**config.mk**
```make
export PLATFORM = sky130hd
export DESIGN_NAME = alu_pipe
export DESIGN_NICKNAME = d
export VERILOG_FILES = /design/src/rtl/alu_pipe.sv
export SDC_FILE = /design/constraint.sdc
export NUM_CORES = 1
export LEC_CHECK = 0
export ABC_CLOCK_PERIOD_IN_PS = 3100
export CAP_MARGIN = 40
export CORE_ASPECT_RATIO = 0.9
export CORE_MARGIN = 2
export CORE_UTILIZATION = 52
export CTS_CLUSTER_DIAMETER = 120
export DETAILED_ROUTE_END_ITERATION = 16
export GPL_TIMING_DRIVEN = 0
export PLACE_DENSITY = 0.8
export SYNTH_ARGS = -nofsm -noshare
export SYNTH_HDL_FRONTEND = slang
export SYNTH_SLANG_ARGS = --single-unit
```
**constraint.sdc**
```tcl
create_clock -name clk -period 3.1 [get_ports clk]
set_input_delay 0.62 -clock clk [delete_from_list [all_inputs] [get_ports clk]]
set_output_delay 0.62 -clock clk [all_outputs]
set_load 0.1 [all_outputs]
```
**src/rtl/alu_pipe.sv**
```systemverilog
// rtl/alu_pipe.sv - two-stage pipelined signed ALU with valid/ready handshake, saturation and status flags
module alu_pipe #(
    parameter int WIDTH = 4,
    parameter int OPW   = 3
) (
    input  logic             clk,
    input  logic             reset,
    input  logic             in_valid,
    output logic             in_ready,
    input  logic [OPW-1:0]   opcode,
    input  logic             sat_en,
    input  logic [WIDTH-1:0] A,
    input  logic [WIDTH-1:0] B,
    output logic             out_valid,
    input  logic             out_ready,
    output logic [WIDTH:0]   C,
    output logic             flag_z,
    output logic             flag_n,
    output logic             flag_v,
    output logic             flag_err
);

    localparam logic [OPW-1:0] OP_ADD   = OPW'(0);
    localparam logic [OPW-1:0] OP_SUB   = OPW'(1);
    localparam logic [OPW-1:0] OP_NOTA  = OPW'(2);
    localparam logic [OPW-1:0] OP_REDOR = OPW'(3);
    localparam logic [OPW-1:0] OP_AND   = OPW'(4);
    localparam logic [OPW-1:0] OP_OR    = OPW'(5);
    localparam logic [OPW-1:0] OP_XOR   = OPW'(6);

    // Clamp limits, already sign-extended to the WIDTH+1 result width
    localparam logic [WIDTH:0] MAX_X = {2'b00, {(WIDTH-1){1'b1}}};
    localparam logic [WIDTH:0] MIN_X = {2'b11, {(WIDTH-1){1'b0}}};

    logic             s1_valid;
    logic [OPW-1:0]   s1_op;
    logic             s1_sat;
    logic [WIDTH-1:0] s1_a;
    logic [WIDTH-1:0] s1_b;

    logic s2_free;
    logic accept;
    logic advance;

    // Stage 2 can take a beat if empty or its current beat leaves this cycle
    assign s2_free  = !out_valid || out_ready;
    assign in_ready = !s1_valid || s2_free;
    assign accept   = in_valid && in_ready;
    assign advance  = s1_valid && s2_free;

    // Stage 1 occupancy; an accept overrides a same-cycle advance
    always_ff @(posedge clk or negedge reset) begin
        if (!reset) begin
            s1_valid <= 1'b0;
        end else if (accept) begin
            s1_valid <= 1'b1;
        end else if (advance) begin
            s1_valid <= 1'b0;
        end
    end

    // Stage 1 operand capture; contents are meaningless while s1_valid is low
    always_ff @(posedge clk) begin
        if (accept) begin
            s1_op  <= opcode;
            s1_sat <= sat_en;
            s1_a   <= A;
            s1_b   <= B;
        end
    end

    logic [WIDTH:0] a_x;
    logic [WIDTH:0] b_x;
    logic [WIDTH:0] arith;
    logic           ovf;
    logic [WIDTH:0] res;
    logic           res_v;
    logic           res_err;

    // One extra bit of headroom means the sum never wraps; overflow of the
    // WIDTH-bit range shows up as the top two bits disagreeing
    assign a_x   = {s1_a[WIDTH-1], s1_a};
    assign b_x   = {s1_b[WIDTH-1], s1_b};
    assign arith = (s1_op == OP_SUB) ? (a_x - b_x) : (a_x + b_x);
    assign ovf   = arith[WIDTH] ^ arith[WIDTH-1];

    // Result and flag selection from the stage 1 beat
    always_comb begin
        res     = '0;
        res_v   = 1'b0;
        res_err = 1'b0;
        case (s1_op)
            OP_ADD, OP_SUB: begin
                res   = arith;
                res_v = ovf;
                if (s1_sat && ovf) begin
                    res = arith[WIDTH] ? MIN_X : MAX_X;
                end
            end
            OP_NOTA:  res = ~a_x;
            OP_REDOR: res = {{WIDTH{1'b0}}, |s1_b};
            OP_AND:   res = a_x & b_x;
            OP_OR:    res = a_x | b_x;
            OP_XOR:   res = a_x ^ b_x;
            default:  res_err = 1'b1;
        endcase
    end

    // Stage 2 output register; holds while stalled, drops valid after a handshake
    always_ff @(posedge clk or negedge reset) begin
        if (!reset) begin
            out_valid <= 1'b0;
            C         <= '0;
            flag_z    <= 1'b0;
            flag_n    <= 1'b0;
            flag_v    <= 1'b0;
            flag_err  <= 1'b0;
        end else if (advance) begin
            out_valid <= 1'b1;
            C         <= res;
            flag_z    <= (res == '0);
            flag_n    <= res[WIDTH];
            flag_v    <= res_v;
            flag_err  <= res_err;
        end else if (out_ready) begin
            out_valid <= 1'b0;
        end
    end

endmodule

```
==> metrics.txt, run 1 <==
# TYPE chip_impl_metric gauge
chip_impl_metric{name="number_of_failing_hold_endpoints_at_the_final_stage",unit=""} 0
chip_impl_metric{name="timing.critical_path.arrival",unit="ns"} 3.11
chip_impl_metric{name="io_buffers",unit=""} 26
chip_impl_metric{name="sequential_area_share_after_synthesis",unit=""} 0.423
chip_impl_metric{name="maxSlewViolCount",unit=""} 0
chip_impl_metric{name="die_height",unit="um"} 54.0
chip_impl_metric{name="holdPathStages",unit=""} 2
chip_impl_metric{name="initial_core_util",unit=""} 0.535
chip_impl_metric{name="data_required_time_of_the_worst_path",unit="ns"} 3.36
chip_impl_metric{name="power",unit="mW"} 1.29
chip_impl_metric{name="final.fill_count",unit=""} 186
chip_impl_info{name="critPathSlowestCell",value="sky130_fd_sc_hd__fa_1"} 1
chip_impl_metric{name="routabilityCongestion",unit=""} 0.891
chip_impl_info{name="synth_flop_cell",value="sky130_fd_sc_hd__edfxtp_1"} 1
chip_impl_metric{name="timing.critical_path.slowest_cell_delay",unit="ns"} 0.46
chip_impl_metric{name="syn_area_per_cell",unit="um2"} 10.8
chip_impl_metric{name="clock-sinks",unit=""} 22
chip_impl_metric{name="first_global_vias",unit=""} 1100
chip_impl_metric{name="worst_ir_drop_vdd",unit="V"} 0.000396
chip_impl_metric{name="post-route-min-period",unit="ns"} 2.84
chip_impl_info{name="run_status",value="finished, final reports clean"} 1
chip_impl_metric{name="later_pin_clock_latency_in_the_skew_report",unit="ns"} 0.32
chip_impl_info{name="regToRegEndpoint",value="C[0]"} 1
chip_impl_metric{name="die_w",unit="um"} 59.6
chip_impl_metric{name="grt_overflow_total",unit=""} 0
chip_impl_metric{name="die-area",unit="um2"} 3220
chip_impl_metric{name="detailedRoute.firstIterationViolations",unit=""} 78
chip_impl_metric{name="skew",unit="ns"} 0.0141
chip_impl_metric{name="dpl.cell_count",unit=""} 201
chip_impl_metric{name="power.density",unit="nW/um2"} 648
chip_impl_metric{name="number_of_optimization_iterations_in_the_first_detailed_route_pass",unit=""} 4
chip_impl_metric{name="grt_first_pass_wirelength",unit="mm"} 4.99
chip_impl_metric{name="fin_nets",unit=""} 209
chip_impl_metric{name="leakage",unit="nW"} 0.836
chip_impl_metric{name="num_rows",unit=""} 18
chip_impl_info{name="most_common_library_cell_in_the_layout_ignoring_fill_and_taps",value="sky130_fd_sc_hd__clkdlybuf4s50_1"} 1
chip_impl_metric{name="drive_gt1_frac",unit=""} 0.158
chip_impl_metric{name="critPathMaxFanout",unit=""} 10
chip_impl_metric{name="grt_usage",unit=""} 0.214
chip_impl_metric{name="layout_worst_path_cycle_share",unit=""} 0.917
chip_impl_metric{name="post_synth_inst_count",unit=""} 134
chip_impl_info{name="worstSetupStartpointType",value="register"} 1
chip_impl_metric{name="floorplan.io_pins",unit=""} 27
chip_impl_info{name="grt_setup_unrepaired",value="false"} 1
chip_impl_metric{name="worst-slew-pin-transition",unit="ns"} 0.493
chip_impl_metric{name="syn_nets",unit=""} 165
chip_impl_info{name="hold_path_startpoint",value="flag_err"} 1
chip_impl_metric{name="cts_hold_buf",unit=""} 0
chip_impl_metric{name="grt_max_degree",unit=""} 14
chip_impl_metric{name="total_wire_length_after_detailed_routing",unit="mm"} 3.08
chip_impl_metric{name="max_freq",unit="MHz"} 352
chip_impl_metric{name="async_reset_ff_frac",unit=""} 0.455
chip_impl_metric{name="drc",unit=""} 0
chip_impl_metric{name="regArea",unit="um2"} 611
chip_impl_metric{name="syn_area",unit="um2"} 1450
chip_impl_metric{name="cts-buffers-inserted",unit=""} 3
chip_impl_metric{name="stdcell_count",unit=""} 207
chip_impl_metric{name="synth_warnings",unit=""} 0
chip_impl_metric{name="multi_input_area",unit="um2"} 748
chip_impl_metric{name="timing.max_cap.violations",unit=""} 0
chip_impl_metric{name="dp.final_hpwl",unit="mm"} 2.40
chip_impl_metric{name="htree_levels",unit=""} 1
chip_impl_info{name="root_buffer",value="sky130_fd_sc_hd__clkbuf_4"} 1
chip_impl_metric{name="detail_route.vias_per_cell",unit=""} 5.71
chip_impl_info{name="worst_hold_path.endpoint",value="flag_err"} 1
chip_impl_info{name="layout.cells.most_common_list",value="sky130_fd_sc_hd__clkdlybuf4s50_1 (26), sky130_fd_sc_hd__ha_1 (14), sky130_fd_sc_hd__inv_1 (12), sky130_fd_sc_hd__edfxtp_1 (12), sky130_fd_sc_hd__buf_8 (11)"} 1
chip_impl_metric{name="report.final.setup_viol",unit=""} 0
chip_impl_metric{name="antenna_found_initial",unit=""} 0
chip_impl_metric{name="synth_top_area_share",unit=""} 0.249
chip_impl_metric{name="area_growth_syn_to_layout",unit="%"} 37.2
chip_impl_info{name="worstReg2RegStart",value="s1_op[1]"} 1
chip_impl_metric{name="clkSlewWorstSetupHoldPaths",unit="ns"} 0.13
chip_impl_metric{name="detail_route.wl_per_cell",unit="um"} 14.9
chip_impl_metric{name="via_count",unit=""} 1183
chip_impl_metric{name="route.antenna.remaining_nets",unit=""} 0
chip_impl_info{name="cts_tree",value="yes"} 1
chip_impl_info{name="yosys.area.top_type",value="sky130_fd_sc_hd__edfxtp_1"} 1
chip_impl_metric{name="synth-seq-cells",unit=""} 22
chip_impl_metric{name="number_of_cells_on_the_worst_reg_to_reg_path",unit=""} 10
chip_impl_info{name="hp-class",value="register to register"} 1
chip_impl_metric{name="n_antenna_cell",unit=""} 0
chip_impl_metric{name="slew_headroom",unit=""} 0.672
chip_impl_metric{name="setup_total_negative_slack",unit="ns"} 0
chip_impl_metric{name="synth.distinct_cells",unit=""} 40
chip_impl_info{name="critical_path_class",value="register to register"} 1
chip_impl_info{name="crit_path_end_kind",value="register"} 1
chip_impl_metric{name="synth_edf_count",unit=""} 12
chip_impl_info{name="path_cells",value="buf_6, nor3b_4, mux2i_1, fa_1, a21o_1, a21oi_2, xnor2_1, xnor2_2, o311ai_1, mux2_1"} 1
chip_impl_info{name="netlist_top_cells_area",value="sky130_fd_sc_hd__edfxtp_1 (25%), sky130_fd_sc_hd__dfrtp_1 (17%), sky130_fd_sc_hd__ha_1 (12%)"} 1
chip_impl_metric{name="core_footprint",unit="um2"} 2700
chip_impl_metric{name="clk_path_buf_depth",unit=""} 2
chip_impl_metric{name="reg2reg_setup_slack",unit="ns"} 0.26
-- synth_stat cells (all sizes together), types with 2 or more instances --
library cell,instances
a21oi,11
inv,13
nor3,2
edfxtp,12
nor2b,3
nand2,8
o22a,2
a22oi,2
xnor2,5
o21ai,4
mux2,3
nand3,2
ha,14
clkbuf,2
nand2b,4
o211ai,5
nor2,4
nor3b,2
xor2,2
o41ai,2
buf,4
a21o,2
dfrtp,10
o311ai,3
nand3b,3
and2,2
-- sequential cells by signal, indices dropped and copies added, names as in the netlist, 3 cells and up --
register,cells
C,5
s1_b,4
s1_a,4
s1_op,3
-- worst max-delay path by stage --
stage / from / to
finish: s1_op[1] / C[0]
global route: s1_op[1] / flag_z
CTS: s1_op[1] / C[0]
detailed placement: s1_op[1] / flag_z
global placement: out_ready / in_ready
floorplan: out_valid / s1_a[0]
-- logic make-up after synthesis --
family	after synthesis	share of synthesized area
AOI/OAI and AO/OA	37	0.182
xor gates and xnor gates	7	0.0476
buffers and inverters	19	0.0649
and+or+nand+nor	30	0.118
muxes	4	0.0303
DFF	22	0.423
adders and majority gates	15	0.135
-- layout make-up --
type / count / share of cell area
sequential: 22 / 0.308
clock inverter: 1 / 0.0151
multi-input combinational: 93 / 0.377
buffer: 6 / 0.0227
inverter: 13 / 0.0246
tap: 30 / 0.0189
timing repair buffer: 39 / 0.222
clock buffer: 3 / 0.0114
-- routing by layer --
metal	vias up	global-route usage	wire (um)
met2	46	0.370	1550
met5	-	0	0
li1	565	-	-
met4	0	0.0963	65
met1	564	0.262	1270
met3	8	0.0361	188
-- report_power, final --
group,internal [mW],total [mW],switching [mW]
sequential,0.351,0.381,0.0299
combinational,0.264,0.682,0.418
clock,0.131,0.222,0.0913
-- through the flow --
stage	util	area [um2]	hold slack, ns	setup WS, ns
3_5_place_dp	0.706	1910	0.478	0.188
6_report	0.734	1980	0.506	0.257
3_3_place_gp	0.645	1740	0.462	0.109
5_1_grt	0.734	1980	0.536	0.0543
2_1_floorplan	-	1450	0.324	0.234
4_1_cts	0.725	1960	0.507	0.145
-- what timing repair did --
action	4_1_cts	5_1_grt
resized for setup	0	1
setup buffers	0	2
endpoints found under the hold margin	0	0
setup endpoints to repair	0	3
-- critical path, delay by kind of cell, from the launching register on --
kind / cells / cell delay, ns
flip-flops: 1 / 0.40
XOR/XNOR: 2 / 0.31
AND/OR/NAND/NOR: 1 / 0.31
AO/OA/AOI/OAI: 3 / 0.77
adder cells (fa/ha/maj): 1 / 0.46
buffers and inverters: 1 / 0.15
multiplexers: 2 / 0.41
Note: power is estimated with default switching activity, not from simulation.
==> run 2, diff against run 1 <==
==> config.mk (replaced) <==
export PLATFORM = sky130hd
export DESIGN_NAME = alu_pipe
export DESIGN_NICKNAME = d
export VERILOG_FILES = /design/src/rtl/alu_pipe.sv
export SDC_FILE = /design/constraint.sdc
export NUM_CORES = 1
export LEC_CHECK = 0
export CAP_MARGIN = 40
export CORE_ASPECT_RATIO = 0.9
export CORE_MARGIN = 2
export CORE_UTILIZATION = 30
export CTS_CLUSTER_DIAMETER = 120
export DETAILED_ROUTE_END_ITERATION = 16
export GPL_TIMING_DRIVEN = 0
export PLACE_DENSITY_LB_ADDON = 0.25
export SYNTH_ARGS = -nofsm -noshare
export SYNTH_HDL_FRONTEND = slang
export SYNTH_SLANG_ARGS = --single-unit
==> metrics.txt, run 2 (same netlist as run 1, synthesis figures left out) <==
# TYPE chip_impl_metric gauge
chip_impl_info{name="cts_tree",value="yes"} 1
chip_impl_info{name="most_common_library_cell_in_the_layout_ignoring_fill_and_taps",value="sky130_fd_sc_hd__clkdlybuf4s50_1"} 1
chip_impl_metric{name="final.fill_count",unit=""} 456
chip_impl_info{name="hp-class",value="register to register"} 1
chip_impl_metric{name="maxSlewViolCount",unit=""} 0
chip_impl_metric{name="post-route-worst-setup-slack",unit="ns"} 0.213
chip_impl_metric{name="drive_gt1_frac",unit=""} 0.158
chip_impl_metric{name="clk_path_buf_depth",unit=""} 2
chip_impl_metric{name="via_count",unit=""} 1126
chip_impl_metric{name="number_of_cells_on_the_worst_reg_to_reg_path",unit=""} 10
chip_impl_metric{name="stdcell_count",unit=""} 239
chip_impl_metric{name="total_wire_length_after_detailed_routing",unit="mm"} 2.85
chip_impl_metric{name="timing.critical_path.arrival",unit="ns"} 3.04
chip_impl_info{name="grt_setup_unrepaired",value="false"} 1
chip_impl_metric{name="post-route-cell-area",unit="um2"} 2030
chip_impl_metric{name="timing.hold.ws",unit="ns"} 0.481
chip_impl_metric{name="postPlaceCellArea",unit="um2"} 1950
chip_impl_metric{name="timing.max_cap.violations",unit=""} 0
chip_impl_info{name="run_status",value="finished, final reports clean"} 1
chip_impl_metric{name="clkSlewWorstSetupHoldPaths",unit="ns"} 0.08
chip_impl_metric{name="fin_nets",unit=""} 209
chip_impl_metric{name="grt_usage",unit=""} 0.117
chip_impl_metric{name="io_buffers",unit=""} 26
chip_impl_info{name="path_cells",value="buf_6, nor3b_4, mux2i_1, fa_1, a21o_1, a21oi_2, xnor2_1, xnor2_2, o311ai_1, o41ai_1"} 1
chip_impl_metric{name="core_footprint",unit="um2"} 4550
chip_impl_metric{name="n_antenna_cell",unit=""} 0
chip_impl_metric{name="grt_max_degree",unit=""} 13
chip_impl_metric{name="die-area",unit="um2"} 5390
chip_impl_metric{name="cp.buffers_inverters",unit=""} 1
chip_impl_info{name="hold_path_startpoint",value="flag_z"} 1
chip_impl_metric{name="die_height",unit="um"} 69.8
chip_impl_metric{name="initial_core_util",unit=""} 0.318
chip_impl_info{name="layout_top_registers",value="C x5, s1_a x4, s1_b x4"} 1
chip_impl_metric{name="post-route-min-period",unit="ns"} 2.89
chip_impl_metric{name="data_required_time_of_the_worst_path",unit="ns"} 3.26
chip_impl_metric{name="report.final.setup_viol",unit=""} 0
chip_impl_metric{name="grt_overflow_total",unit=""} 0
chip_impl_metric{name="timing.critical_path.slowest_cell_delay",unit="ns"} 0.46
chip_impl_metric{name="holdPathStages",unit=""} 2
chip_impl_metric{name="route.antenna.remaining_nets",unit=""} 0
chip_impl_metric{name="detail_route.vias_per_cell",unit=""} 4.71
chip_impl_metric{name="layout_worst_path_cycle_share",unit=""} 0.931
chip_impl_metric{name="slew_headroom",unit=""} 0.647
chip_impl_metric{name="number_of_optimization_iterations_in_the_first_detailed_route_pass",unit=""} 6
chip_impl_info{name="root_buffer",value="sky130_fd_sc_hd__clkbuf_8"} 1
chip_impl_metric{name="reg2reg_setup_slack",unit="ns"} 0.21
chip_impl_metric{name="num_rows",unit=""} 23
chip_impl_metric{name="antenna_found_initial",unit=""} 0
chip_impl_metric{name="die_w",unit="um"} 77.2
chip_impl_metric{name="worst_ir_drop_vdd",unit="V"} 0.000209
chip_impl_info{name="crit_path_end_kind",value="register"} 1
chip_impl_metric{name="dpl.cell_count",unit=""} 233
chip_impl_info{name="worst_hold_path.endpoint",value="flag_z"} 1
chip_impl_metric{name="number_of_failing_hold_endpoints_at_the_final_stage",unit=""} 0
chip_impl_metric{name="finalCoreUtilization",unit=""} 0.446
chip_impl_info{name="crit_family",value="compound AO/OA/AOI/OAI gates"} 1
chip_impl_metric{name="skew",unit="ns"} 0.00314
chip_impl_info{name="crit_start",value="s1_op[1]"} 1
chip_impl_metric{name="worst-slew-pin-transition",unit="ns"} 0.529
chip_impl_metric{name="cts-buffers-inserted",unit=""} 3
chip_impl_metric{name="power",unit="mW"} 1.25
chip_impl_info{name="critPathSlowestCell",value="sky130_fd_sc_hd__fa_1"} 1
chip_impl_metric{name="leakage",unit="nW"} 0.837
chip_impl_metric{name="htree_levels",unit=""} 1
chip_impl_metric{name="setup_total_negative_slack",unit="ns"} 0
chip_impl_info{name="critical_path_class",value="register to register"} 1
chip_impl_info{name="layout.cells.most_common_list",value="sky130_fd_sc_hd__clkdlybuf4s50_1 (26), sky130_fd_sc_hd__ha_1 (14), sky130_fd_sc_hd__inv_1 (12), sky130_fd_sc_hd__edfxtp_1 (12), sky130_fd_sc_hd__buf_8 (11)"} 1
chip_impl_info{name="worstSetupStartpointType",value="register"} 1
chip_impl_metric{name="floorplan.io_pins",unit=""} 27
chip_impl_metric{name="drc",unit=""} 0
chip_impl_metric{name="critPathMaxFanout",unit=""} 10
chip_impl_metric{name="detailedRoute.firstIterationViolations",unit=""} 35
chip_impl_metric{name="detail_route.wl_per_cell",unit="um"} 11.9
chip_impl_metric{name="first_global_vias",unit=""} 1128
chip_impl_info{name="worstReg2RegStart",value="s1_op[1]"} 1
chip_impl_metric{name="max_freq",unit="MHz"} 346
chip_impl_metric{name="later_pin_clock_latency_in_the_skew_report",unit="ns"} 0.26
chip_impl_metric{name="dp.final_hpwl",unit="mm"} 2.32
chip_impl_metric{name="worst_setup_slack_post_dpl",unit="ns"} 0.0813
chip_impl_metric{name="routabilityCongestion",unit=""} 0.871
chip_impl_metric{name="clock-sinks",unit=""} 22
chip_impl_metric{name="grt_first_pass_wirelength",unit="mm"} 5.11
chip_impl_metric{name="flip_flop_count_of_the_largest_register_after_layout",unit=""} 5
chip_impl_metric{name="power.density",unit="nW/um2"} 619
chip_impl_info{name="regToRegEndpoint",value="flag_z"} 1
chip_impl_info{name="largest_register",value="C"} 1
chip_impl_metric{name="area_growth_syn_to_layout",unit="%"} 40.2
## run 2: changes by cell type in the layout (fill, tap and decap cells not counted)
cell                        change
sky130_fd_sc_hd__clkbuf_4       -3
sky130_fd_sc_hd__clkbuf_8       +4
sky130_fd_sc_hd__bufinv_16      -1
## run 2: worst max path at each step
stage | end | cells after the start
after CTS | flag_z | 10
after floorplan | s1_a[0] | 2
final | flag_z | 10
after detailed placement | flag_z | 10
after global placement | in_ready | 3
after global routing | flag_z | 11
## run 2: power breakdown
group          switching (mW)  leakage (nW)  internal (mW)
registers              0.0250         0.237          0.351
logic                   0.408         0.571          0.258
clock network          0.0970        0.0288          0.113
total                   0.530         0.837          0.723
## run 2: area by class of cell
cell class | instances | area (um2) | share of cell area
Multi-Input combinational cell | 93 | 748 | 0.369
Sequential cell | 22 | 611 | 0.301
Timing Repair Buffer | 39 | 440 | 0.217
Tap cell | 62 | 77.6 | 0.0383
Clock buffer | 4 | 55.1 | 0.0272
Inverter | 13 | 48.8 | 0.0241
Buffer | 6 | 45.0 | 0.0222
## run 2: per-layer routing
metal | wire (um) | GRT usage
met5 | 0 | 0
met4 | 42 | 0.0397
met3 | 64 | 0.0208
met2 | 1440 | 0.202
met1 | 1300 | 0.147
## run 2: worst min-delay path, delay by kind of cell (launching register included)
kind,cells,cell delay [ns]
AND/OR/NAND/NOR,1,0.05
flip-flops,1,0.35
AO/OA/AOI/OAI,1,0.05
## run 2: timing repair
| action | 4_1_cts | 5_1_grt |
|---|---|---|
| hold endpoints to repair | 0 | 0 |
| gates resized for setup | 0 | 1 |
| hold buffers | 0 | 0 |
| setup buffers | 0 | 2 |
| setup endpoints to repair | 0 | 4 |
